===== config.mk =====
export PLATFORM = sky130hd
export DESIGN_NAME = pc_gen
export DESIGN_NICKNAME = d
export VERILOG_FILES = /design/src/rtl/npc_pkg.sv /design/src/rtl/npc_calc.sv /design/src/rtl/pc_gen.sv
export SDC_FILE = /design/constraint.sdc
export NUM_CORES = 1
export LEC_CHECK = 0
export BUFFER_PORTS_ARGS = -buffer_cell sky130_fd_sc_hd__buf_2
export CORE_ASPECT_RATIO = 1.1
export CORE_UTILIZATION = 40
export CTS_BUF_LIST = sky130_fd_sc_hd__clkbuf_16
export CTS_CLUSTER_DIAMETER = 150
export DETAILED_ROUTE_END_ITERATION = 12
export PLACE_DENSITY = 0.66
export SYNTH_ARGS = -nofsm -noshare
export SYNTH_HDL_FRONTEND = slang
export SYNTH_SLANG_ARGS = --single-unit

===== constraint.sdc =====
create_clock -name clk -period 11.4 [get_ports clk]
set_input_delay 2.28 -clock clk [delete_from_list [all_inputs] [get_ports clk]]
set_output_delay 2.28 -clock clk [all_outputs]
set_load 0.02 [all_outputs]

===== src/rtl/npc_pkg.sv =====
// Shared next-PC definitions: npc_op codes, BTB entry record, reset/exception
// defaults and small helpers used by pc_gen and the decode stage.
package npc_pkg;

  typedef enum logic [1:0] {
    NPC_SEQ = 2'd0,
    NPC_B   = 2'd1,
    NPC_J   = 2'd2,
    NPC_JR  = 2'd3
  } npc_op_e;

  localparam logic [31:0] RESET_PC_DEF   = 32'h0000_3000;
  localparam logic [31:0] EXC_VECTOR_DEF = 32'h0000_4180;

  // Sized for the smallest legal BTB (2 entries); deeper BTBs zero-extend their tag.
  localparam int unsigned BTB_TAG_W = 29;

  typedef struct packed {
    logic                 valid;
    logic [BTB_TAG_W-1:0] tag;
    logic [31:0]          target;
    logic [1:0]           ctr;
  } btb_entry_t;

  localparam btb_entry_t BTB_ENTRY_RST = '{
    valid:  1'b0,
    tag:    '0,
    target: '0,
    ctr:    2'b01
  };

  function automatic logic [BTB_TAG_W-1:0] btb_tag(input logic [31:0] pc,
                                                   input int unsigned idx_w);
    return BTB_TAG_W'(pc >> (idx_w + 2));
  endfunction

  function automatic logic [1:0] ctr_step(input logic [1:0] ctr, input logic up);
    if (up) begin
      return (ctr == 2'b11) ? ctr : ctr + 2'd1;
    end
    return (ctr == 2'b00) ? ctr : ctr - 2'd1;
  endfunction

endpackage


===== src/rtl/npc_calc.sv =====
// Combinational actual-successor calculator for a resolving control instruction;
// shared between fetch redirect and the decode stage.
module npc_calc
  import npc_pkg::*;
(
  input  logic [31:0] pc,
  input  logic [1:0]  op,
  input  logic [25:0] i26,
  input  logic [31:0] rs,
  input  logic        taken,
  output logic [31:0] npc
);

  logic [31:0] pc_plus4;
  logic [31:0] br_off;

  always_comb begin
    pc_plus4 = pc + 32'd4;
    br_off   = {{14{i26[15]}}, i26[15:0], 2'b00};
    npc      = pc_plus4;
    case (npc_op_e'(op))
      NPC_SEQ: npc = pc_plus4;
      NPC_B:   npc = taken ? (pc_plus4 + br_off) : pc_plus4;
      NPC_J:   npc = {pc_plus4[31:28], i26, 2'b00};
      NPC_JR:  npc = rs;
      default: npc = pc_plus4;
    endcase
  end

endmodule


===== src/rtl/pc_gen.sv =====
// Fetch PC generator: exception/return/mispredict redirect with stall, plus an
// optional branch target buffer predictor built when PC_GEN_BTB_EN is defined.
module pc_gen
  import npc_pkg::*;
#(
  parameter logic [31:0] RESET_PC    = RESET_PC_DEF,
  parameter logic [31:0] EXC_VECTOR  = EXC_VECTOR_DEF,
  parameter int unsigned BTB_ENTRIES = 16
) (
  input  logic        clk,
  input  logic        rst_n,
  input  logic        stall,
  input  logic        exc_req,
  input  logic        eret_req,
  input  logic [31:0] epc,
  input  logic        res_valid,
  input  logic [31:0] res_pc,
  input  logic [31:0] res_pred_npc,
  input  logic [1:0]  res_op,
  input  logic [25:0] res_i26,
  input  logic [31:0] res_rs,
  input  logic        res_taken,
  output logic [31:0] f_pc,
  output logic [31:0] f_pred_npc,
  output logic        flush
);

  if (BTB_ENTRIES < 2 || BTB_ENTRIES > 256 ||
      (BTB_ENTRIES & (BTB_ENTRIES - 1)) != 0) begin : g_bad_cfg
    $error("pc_gen: BTB_ENTRIES must be a power of two in 2..256");
  end

  logic [31:0] f_pc_q, f_pc_d;
  logic [31:0] act_npc;

  npc_calc u_npc_calc (
    .pc    (res_pc),
    .op    (res_op),
    .i26   (res_i26),
    .rs    (res_rs),
    .taken (res_taken),
    .npc   (act_npc)
  );

  // Held low during reset so a stale resolve cannot look like a redirect.
  always_comb begin
    flush = rst_n && res_valid && (act_npc != res_pred_npc);
  end

  always_comb begin
    f_pc_d = f_pred_npc;
    if (exc_req) begin
      f_pc_d = EXC_VECTOR;
    end else if (eret_req) begin
      f_pc_d = epc;
    end else if (flush) begin
      f_pc_d = act_npc;
    end else if (stall) begin
      f_pc_d = f_pc_q;
    end
  end

  always_ff @(posedge clk or negedge rst_n) begin
    if (!rst_n) begin
      f_pc_q <= RESET_PC;
    end else begin
      f_pc_q <= f_pc_d;
    end
  end

  assign f_pc = f_pc_q;

`ifdef PC_GEN_BTB_EN
  localparam int unsigned IDX = $clog2(BTB_ENTRIES);

  btb_entry_t [BTB_ENTRIES-1:0] btb_q, btb_d;
  logic [IDX-1:0] rd_idx, wr_idx;
  btb_entry_t     rd_ent, wr_ent;
  logic           rd_hit, wr_hit, upd_taken;

  // Lookup reads the registered table, so a same-cycle update is seen next cycle.
  always_comb begin
    rd_idx     = f_pc_q[IDX+1:2];
    rd_ent     = btb_q[rd_idx];
    rd_hit     = rd_ent.valid && (rd_ent.tag == btb_tag(f_pc_q, IDX));
    f_pred_npc = (rd_hit && rd_ent.ctr[1]) ? rd_ent.target : f_pc_q + 32'd4;
  end

  always_comb begin
    wr_idx    = res_pc[IDX+1:2];
    wr_ent    = btb_q[wr_idx];
    wr_hit    = wr_ent.valid && (wr_ent.tag == btb_tag(res_pc, IDX));
    upd_taken = (npc_op_e'(res_op) == NPC_B) ? res_taken : 1'b1;
    btb_d     = btb_q;
    if (res_valid && npc_op_e'(res_op) != NPC_SEQ) begin
      if (wr_hit) begin
        wr_ent.ctr = ctr_step(wr_ent.ctr, upd_taken);
        if (upd_taken) begin
          wr_ent.target = act_npc;
        end
        btb_d[wr_idx] = wr_ent;
      end else if (upd_taken) begin
        wr_ent.valid  = 1'b1;
        wr_ent.tag    = btb_tag(res_pc, IDX);
        wr_ent.target = act_npc;
        wr_ent.ctr    = (npc_op_e'(res_op) == NPC_B) ? 2'b10 : 2'b11;
        btb_d[wr_idx] = wr_ent;
      end
    end
  end

  always_ff @(posedge clk or negedge rst_n) begin
    if (!rst_n) begin
      btb_q <= {BTB_ENTRIES{BTB_ENTRY_RST}};
    end else begin
      btb_q <= btb_d;
    end
  end
`else
  always_comb begin
    f_pred_npc = f_pc_q + 32'd4;
  end
`endif

endmodule


==> run metrics <==
outcome finished clean; vias in the first global route 8537; cell with the largest stage delay on the worst path or4_4; largest net degree at the start of global routing 48; initial antenna violation count 1; measured slew at the worst slew-check pin 1.14 ns; Clock Root Buffer clkbuf_16; ys async rst share 1.00; fillers 1947; Sum Neg Setup Slack 0 ns; mapped cell area 7650 um^2; Starting Density 0.412; WHS 0.712 ns; Largest register FFs 32; IR drop worst, VDD 0.0517 mV; Die Area 19700 um^2; Placer Congestion 0.995; RSZ-0062 raised after global routing no; post_cts resized 0; Iter 0 DRT Violations 756; Final Setup Violations 0; Avg Cell Area, Syn 6.96 um^2; Max stage delay on crit path 0.79 ns; Total Routing Usage GR 0.319; sequential area share after synthesis 0.105; Setup Skew 0.00495 ns; Inserted Clock Buffers 5; P per Cell Area 72.8 nW/um^2; Max-Cap Viols 0; CTS tree built; worst path cell trace buf_2 > nand4_1 > or4_4 > or3_1 > nand2_1 > ha_1 > nand2_1 > o21ai_0 > nor4_1 > a221oi_1 > o41ai_1 > and2_1 > a2111o_1 > or4_1 > or4_4 > o21ai_4 > inv_2 > buf_2; CP required 9.12 ns; min Tclk post-route 10.0 ns; yosys warns 0; Leak 3.97 nW; core footprint 18500 um^2; H-tree Lvls 2; final WL 32500 um; vias per std cell 6.13; Clk pin slew, worst setup/hold paths 0.05 ns; Clock Latency Late Sink 0.28 ns; # DRC 0; # IOs 228; synth top area cells dfrtp_1, xnor2_1, ha_1; final hold violations 0; hpwl dp 26900 um; Buffers on Ports 227; Sink Count 32; most common cell after layout, fill and taps aside buf_2; fin crit share 0.877; First-pass DRT Iterations 5; Cell variety after synth 89; Total Nets Final 1493; Worst setup EP type output pin; Antenna Violating Nets Remaining 0; Setup Crit Path Kind in2out; arrival time at the worst endpoint 7.72 ns; R2R setup slack 8.28 ns; footprint of the multi-input gates 6480 um^2; FF+latch area 803 um^2; fin area 9060 um^2; Worst Setup Start Kind input pin; largest area contributor in the netlist dfrtp_1; Slew Viols, Final 0; global-route wire length before repair 48300 um; P&R area growth vs syn 18.5%; worst-path fanout max 12; Longest Clk Path Bufs 2; vias after detailed routing 9391; hold buffer count at cts 0; most frequent cells in the layout buf_2, nand2_1, nor2_1; number of synthesized flops with an enable pin 0; Post-synth top flop dfrtp_1; Seq cells post-synth 32; Synth Net Count 1304; total gr overflow 0; WL/cell 21.2 um; Die Y 147 um; layout cell share with drive strength beyond 1 0.220; Worst slew margin 0.235; Core Rows 52; post-CTS setup buffer count 0; Post-Synthesis Cells 1098; FMAX 100 MHz; DP Area 8920 um^2; Yosys top cell area share 0.0982; Die X 134 um; worst hold path type reg2reg
## where the power goes
group          internal (W)  switching [W]  total [W]  leakage [nW]
clock             0.0000792      0.0000479   0.000127        0.0710
sequential         0.000123      0.0000137   0.000136         0.407
combinational      0.000148       0.000248   0.000396          3.49
## critical path, delay by kind of cell
| kind | cells | cell delay (ns) |
|---|---|---|
| simple gates | 9 | 3.35 |
| fa+ha+maj | 1 | 0.24 |
| compound gates | 5 | 1.40 |
| buf+inv | 3 | 0.43 |
## path summary, 6_finish.rpt
check / from / end / cells after the start
hold reg to reg: f_pc[16] / f_pc[16] / 3
setup / recovery: res_pc[6] / flush / 18
hold / removal: f_pc[16] / f_pc[16] / 3
max in group asynchronous: rst_n / f_pc[12] / 2
min in group asynchronous: rst_n / f_pc[28] / 2
setup reg to reg: f_pc[2] / f_pc[28] / 10
## metal layers
metal / vias up / wire, um / GRT usage
met4: 0 / 1090 / 0.125
li1: 4493 / - / -
met2: 442 / 15000 / 0.527
met1: 4395 / 14000 / 0.423
met5: - / 0 / 0
met3: 61 / 2440 / 0.0338
## metrics by stage
stage	instances	power (W)	util	setup slack, ns
finish	1532	0.000660	0.489	1.40
global route	1532	0.000697	0.489	0.962
CTS	1531	0.000655	0.489	1.42
detailed placement	1523	0.000526	0.481	1.42
global placement	1523	0.000527	0.481	1.50
floorplan	1098	0.000386	-	2.09
## cells in the mapped netlist (12+ instances only)
master	n
a21oi_1	60
a31oi_1	12
and3_1	16
buf_2	14
clkbuf_1	32
dfrtp_1	30
ha_1	42
inv_1	27
mux2i_1	27
nand2_1	138
nand3_1	58
nand4_1	24
nor2_1	96
nor3_1	42
nor4_1	19
o21a_1	13
o21ai_0	56
or2_2	13
or4_1	14
xnor2_1	65
xor2_1	47
## area by class of cell
| type | count | area share |
|---|---|---|
| multi-input cells | 981 | 0.715 |
| repair buffers | 239 | 0.135 |
| flip-flops and latches | 32 | 0.0886 |
| well taps | 243 | 0.0335 |
| clock buffers | 5 | 0.0138 |
| inverters | 28 | 0.0116 |
| clock inverters | 3 | 0.00152 |
| diodes | 1 | 0.000276 |
## kinds of logic after synthesis
logic type / synth area share
AOI/OAI and AO/OA: 0.274
xor gates and xnor gates: 0.128
adders and majority gates: 0.0713
buffers and inverters: 0.0481
DFF: 0.105
muxes: 0.0471
and+or+nand+nor: 0.326
Power figures use the tool's default switching activity.
